**config.mk**
```make
export PLATFORM = sky130hd
export DESIGN_NAME = mr_mini_mem_arbiter
export DESIGN_NICKNAME = d
export VERILOG_FILES = /design/src/rtl/mr_mini_mem_arbiter.sv
export SDC_FILE = /design/constraint.sdc
export NUM_CORES = 1
export LEC_CHECK = 0
export ABC_AREA = 1
export CORE_MARGIN = 2
export CORE_UTILIZATION = 44
export DETAILED_ROUTE_END_ITERATION = 16
export HOLD_SLACK_MARGIN = 0.1
export PLACE_DENSITY = 0.88
export SETUP_SLACK_MARGIN = 0.15
export SYNTH_ARGS = -nofsm -noshare
export SYNTH_HDL_FRONTEND = slang
export SYNTH_SLANG_ARGS = --single-unit
```
**constraint.sdc**
```tcl
create_clock -name clk_i -period 1.98 [get_ports clk_i]
set_clock_uncertainty 0.05 [all_clocks]
set_input_delay 0.297 -clock clk_i [delete_from_list [all_inputs] [get_ports clk_i]]
set_output_delay 0.297 -clock clk_i [all_outputs]
set_load 0.005 [all_outputs]
```
**src/rtl/mr_mini_mem_arbiter.sv**
```systemverilog
// rtl/mr_mini_mem_arbiter.sv - fetch/data memory arbiter with starvation guard; optional access timeout via MR_MINI_ARB_TIMEOUT_EN
module mr_mini_mem_arbiter #(
    parameter int STARVE_MAX = 2,
    parameter int TIMEOUT    = 15
) (
    input  logic        clk_i,
    input  logic        rst_i,
    input  logic        if_req_i,
    input  logic [15:0] if_addr_i,
    output logic        if_gnt_o,
    output logic        if_done_o,
    input  logic        da_req_i,
    input  logic        da_we_i,
    input  logic [15:0] da_addr_i,
    input  logic [15:0] da_wdata_i,
    output logic        da_gnt_o,
    output logic        da_done_o,
    output logic [15:0] rdata_o,
    output logic        mreq_o,
    output logic        mwe_o,
    output logic [15:0] maddr_o,
    output logic [15:0] mwdata_o,
    input  logic [15:0] mrdata_i,
    input  logic        mrdy_i,
    output logic        err_o
);
    typedef enum logic [1:0] {S_IDLE, S_ACCESS, S_DONE} state_t;

    localparam int            SW         = (STARVE_MAX > 0) ? $clog2(STARVE_MAX + 1) : 1;
    localparam logic [SW-1:0] STARVE_LIM = SW'(STARVE_MAX);

    state_t        state_q, state_d;
    logic          owner_q, owner_d;     // 1 = data port owns the current transaction
    logic [SW-1:0] starve_q, starve_d;
    logic          if_gnt_q, if_gnt_d, da_gnt_q, da_gnt_d;
    logic          if_done_q, if_done_d, da_done_q, da_done_d;
    logic          mreq_q, mreq_d, mwe_q, mwe_d;
    logic [15:0]   maddr_q, maddr_d, mwdata_q, mwdata_d, rdata_q, rdata_d;
    logic          pick_if, finish;

`ifdef MR_MINI_ARB_TIMEOUT_EN
    localparam int            TW       = (TIMEOUT > 1) ? $clog2(TIMEOUT) : 1;
    localparam logic [TW-1:0] TMO_LAST = TW'(TIMEOUT - 1);
    logic [TW-1:0] tmo_q, tmo_d;
    logic          err_q, err_d;
    assign err_o = err_q;
`else
    assign err_o = 1'b0;
`endif

    assign if_gnt_o  = if_gnt_q;
    assign da_gnt_o  = da_gnt_q;
    assign if_done_o = if_done_q;
    assign da_done_o = da_done_q;
    assign mreq_o    = mreq_q;
    assign mwe_o     = mwe_q;
    assign maddr_o   = maddr_q;
    assign mwdata_o  = mwdata_q;
    assign rdata_o   = rdata_q;

    // State register and registered outputs; reset aborts any transaction silently
    always_ff @(posedge clk_i) begin
        if (rst_i) begin
            state_q   <= S_IDLE;
            owner_q   <= 1'b0;
            starve_q  <= '0;
            if_gnt_q  <= 1'b0;
            da_gnt_q  <= 1'b0;
            if_done_q <= 1'b0;
            da_done_q <= 1'b0;
            mreq_q    <= 1'b0;
            mwe_q     <= 1'b0;
            maddr_q   <= '0;
            mwdata_q  <= '0;
            rdata_q   <= '0;
`ifdef MR_MINI_ARB_TIMEOUT_EN
            tmo_q     <= '0;
            err_q     <= 1'b0;
`endif
        end else begin
            state_q   <= state_d;
            owner_q   <= owner_d;
            starve_q  <= starve_d;
            if_gnt_q  <= if_gnt_d;
            da_gnt_q  <= da_gnt_d;
            if_done_q <= if_done_d;
            da_done_q <= da_done_d;
            mreq_q    <= mreq_d;
            mwe_q     <= mwe_d;
            maddr_q   <= maddr_d;
            mwdata_q  <= mwdata_d;
            rdata_q   <= rdata_d;
`ifdef MR_MINI_ARB_TIMEOUT_EN
            tmo_q     <= tmo_d;
            err_q     <= err_d;
`endif
        end
    end

    // Arbitration, access sequencing and next values of every registered output
    always_comb begin
        state_d   = state_q;
        owner_d   = owner_q;
        starve_d  = starve_q;
        mreq_d    = mreq_q;
        mwe_d     = mwe_q;
        maddr_d   = maddr_q;
        mwdata_d  = mwdata_q;
        rdata_d   = rdata_q;
        if_gnt_d  = 1'b0;
        da_gnt_d  = 1'b0;
        if_done_d = 1'b0;
        da_done_d = 1'b0;
        pick_if   = 1'b0;
        finish    = 1'b0;
`ifdef MR_MINI_ARB_TIMEOUT_EN
        tmo_d     = tmo_q;
        err_d     = 1'b0;
`endif
        case (state_q)
            S_IDLE: begin
                if (if_req_i || da_req_i) begin
                    // Data wins ties until it has starved a waiting fetch STARVE_MAX times
                    pick_if = if_req_i && (!da_req_i || starve_q == STARVE_LIM);
                    state_d = S_ACCESS;
                    mreq_d  = 1'b1;
                    owner_d = !pick_if;
`ifdef MR_MINI_ARB_TIMEOUT_EN
                    tmo_d   = '0;
`endif
                    if (pick_if) begin
                        if_gnt_d = 1'b1;
                        maddr_d  = if_addr_i;
                        mwe_d    = 1'b0;
                        mwdata_d = '0;
                        starve_d = '0;
                    end else begin
                        da_gnt_d = 1'b1;
                        maddr_d  = da_addr_i;
                        mwe_d    = da_we_i;
                        mwdata_d = da_wdata_i;
                        if (if_req_i && starve_q != STARVE_LIM) begin
                            starve_d = starve_q + SW'(1);
                        end
                    end
                end
            end
            S_ACCESS: begin
                if (mrdy_i) begin
                    finish = 1'b1;
                    if (!mwe_q) begin
                        rdata_d = mrdata_i;
                    end
`ifdef MR_MINI_ARB_TIMEOUT_EN
                end else if (tmo_q == TMO_LAST) begin
                    finish = 1'b1;
                    err_d  = 1'b1;
                end else begin
                    tmo_d = tmo_q + TW'(1);
`endif
                end
                if (finish) begin
                    state_d   = S_DONE;
                    if_done_d = !owner_q;
                    da_done_d = owner_q;
                    mreq_d    = 1'b0;
                    mwe_d     = 1'b0;
                    maddr_d   = '0;
                    mwdata_d  = '0;
                end
            end
            S_DONE: begin
                state_d = S_IDLE;
            end
            default: begin
                state_d = S_IDLE;
            end
        endcase
    end
endmodule
```
==> summary.md <==
| Metric | Value |
|---|---|
| H-Tree Level Count | `3` |
| MaxCap Viol Count | `0` |
| Routed Antenna Nets | `0` |
| Hold buffer count at CTS | `0` |
| CP Capture Type | `flop` |
| Post-Syn Instances | `394` |
| Setup TNS Final | `0 ns` |
| Drt initial violations | `204` |
| Final min period | `1.61 ns` |
| Clock Latency Late Sink | `0.32 ns` |
| FF-to-FF setup slack | `0.37 ns` |
| DRT Pass-1 Iters | `4` |
| Worst Setup SP | `starve_q[0]$_SDFFE_PP0P_` |
| Worst EP arrival | `1.78 ns` |
| CP max stage delay | `0.37 ns` |
| Synth unique cells | `22` |
| Synth Register Bits | `59` |
| Fill cells | `486` |
| RSZ-0062 raised after global routing | `no` |
| Share of layout cells above drive strength 1 | `6.90%` |
| Final hold violations | `0` |
| Vias/cell | `4.72` |
| Post-Syn Area | `2630 µm²` |
| Setup-failing EPs final | `0` |
| Worst vdd ir | `0.658 mV` |
| RD Place Congestion | `0.842` |
| CTS Sinks | `59` |
| Worst r2r src | `starve_q[0]$_SDFFE_PP0P_` |
| Vias post-DR | `2820` |
| Most used cell, CP | `nor2_1` |
| Slowest cell on crit path | `inv_2` |
| Die Wd | `81.3 µm` |
| Cell leakage power | `1.81 nW` |
| DRC viols | `0` |
| Vias in the first global route | `2733` |
| Critical path fanouts, max | `26` |
| FMAX | `622 MHz` |
| Least-Margin Pin Slew | `0.508 ns` |
| CTS buffer count | `9` |
| Slew HR | `66.0%` |
| Synth warnings | `0` |
| P&R area growth vs syn | `57.0%` |
| Initial Util | `45.0%` |
| CP required | `2.16 ns` |
| Diodes inserted | `0` |
| Drt wl/cell | `12.3 µm` |
| Final nets | `588` |
| CTS max path bufs | `2` |
| Crit share post-route | `81.2%` |
| Placeable Area | `5850 µm²` |
| Startpoint Class | `flop` |
| Mean Syn Cell Area | `6.68 µm²` |
| Rows | `28` |
| CTS resizes | `0` |
| Placed wire-length estimate | `5440 µm` |
| Initial antenna violation count | `0` |
| Final Routed Wirelength | `7370 µm` |
| Multi-input logic area | `1130 µm²` |
| Die area | `6610 µm²` |
| Critical path endpoint | `mwdata_o[15]$_SDFFE_PP0P_` |
| Grt total ovfl | `0` |
| Die H | `81.3 µm` |
| Worst hold start | `owner_q$_SDFFE_PP0P_` |
| Pwr Density | `825 nW/µm²` |
| Total GRT Usage | `23.5%` |
| Reg clk slew, reported paths | `0.07 ns` |
| IO Port Bufs | `123` |
| RR Endpoint | `mwdata_o[15]$_SDFFE_PP0P_` |
| Max-slew violation count | `0` |
| Largest net degree at the start of global routing | `33` |
| Type of the worst setup path | `reg -> reg` |
| Cells on worst reg2reg path | `9` |
| FF+latch area | `1180 µm²` |
| Hold crit path type | `reg -> reg` |
| Critical path cell sequence | `inv_1 > ha_1 > inv_1 > nand2_2 > nand2_1 > inv_2 > nor2_1 > nor2_1 > nor2_1` |
| Syn nets | `465` |
| CTS tree | `yes` |
| Fin util | `70.6%` |
| Register area share after synthesis | `44.9%` |
| # IOs | `125` |
| CTS root buffer | `clkbuf_8` |
| Status | `finished clean` |
| First-pass GRT wire length | `12100 µm` |
| Setup repair bufs after CTS | `0` |
==> cells in the final DEF, fill, tap and decap left out, drive strengths merged, types with 10 or more instances in the layout <==
cell           count
nand2             74
clkdlybuf4s50    123
nand3             44
o21ai             18
dfxtp             59
buf               11
a21oi             10
nor2             104
clkbuf            12
inv               49
==> where the power goes <==
part,switching [mW],total (mW),internal (mW)
Combinational,0.405,0.887,0.482
Sequential,0.0700,1.39,1.32
Clock,0.455,1.13,0.679
==> Yosys cell counts, drive strengths merged <==
master | number | area (µm²)
clkbuf | 7 | 26.3
o31ai | 1 | 7.51
a21oi | 10 | 50.1
nand2 | 74 | 283
conb | 1 | 3.75
nor2 | 104 | 395
o22ai | 1 | 6.26
dfxtp | 59 | 1180
buf | 15 | 108
nand3 | 44 | 220
inv | 49 | 184
nand4 | 8 | 50.1
ha | 1 | 12.5
nor3 | 1 | 5.00
o21ai | 18 | 93.8
clkinv | 1 | 3.75
==> through the flow <==
| stage | total power [mW] | std cells | cell area (µm²) | worst slack (ns) | hold slack (ns) |
|---|---|---|---|---|---|
| floorplan | 1.82 | 394 | 2630 | 0.622 | 0.351 |
| finish | 3.41 | 597 | 4130 | 0.372 | 0.394 |
| CTS | 3.44 | 597 | 4130 | 0.366 | 0.397 |
| global placement | 2.27 | 581 | 3920 | 0.0940 | 0.362 |
| global route | 3.61 | 597 | 4130 | 0.151 | 0.403 |
| detailed placement | 2.30 | 581 | 3920 | 0.0780 | 0.368 |
==> registers in the layout (all words and copies together), names as in the netlist, 2 cells and up <==
name,flops
maddr_o,16
rdata_o,16
starve_q,2
state_q,2
mwdata_o,16
==> how the worst min path moves through the flow <==
stage / cells after the start / slack [ns] / end
after floorplan: 1 / 0.35 / if_done_o$_SDFF_PP0_
after global placement: 1 / 0.36 / if_done_o$_SDFF_PP0_
after detailed placement: 1 / 0.37 / if_done_o$_SDFF_PP0_
after CTS: 1 / 0.40 / if_done_o$_SDFF_PP0_
after global routing: 1 / 0.40 / if_done_o$_SDFF_PP0_
final: 1 / 0.39 / if_done_o$_SDFF_PP0_
==> worst max-delay path, delay by kind of cell, from the launching register on <==
family	cells	cell delay (ns)
DFF	1	0.31
and+or+nand+nor	5	0.52
buffers and inverters	3	0.49
adders and majority gates	1	0.14
==> area by class of cell <==
cell class	instances	area share (%)
Clock inverter	4	1.15
Timing Repair Buffer	134	32.1
Tap cell	75	2.27
Sequential cell	59	28.6
Inverter	50	4.55
Multi-Input combinational cell	263	27.3
Clock buffer	12	4.00
==> cell families after synthesis <==
group | after synthesis | synth area share (%)
other cells | 1 | 0.143
compound gates | 30 | 5.99
fa+ha+maj | 1 | 0.476
flops | 59 | 44.9
simple gates | 231 | 36.3
buf+inv | 72 | 12.2
==> routing by layer <==
layer,GRT usage (%),wire (µm)
met2,42.6,3640
met4,7.97,87
met5,0,0
met3,7.00,643
met1,26.0,3000
No activity file was read; power rests on OpenSTA's default activity.
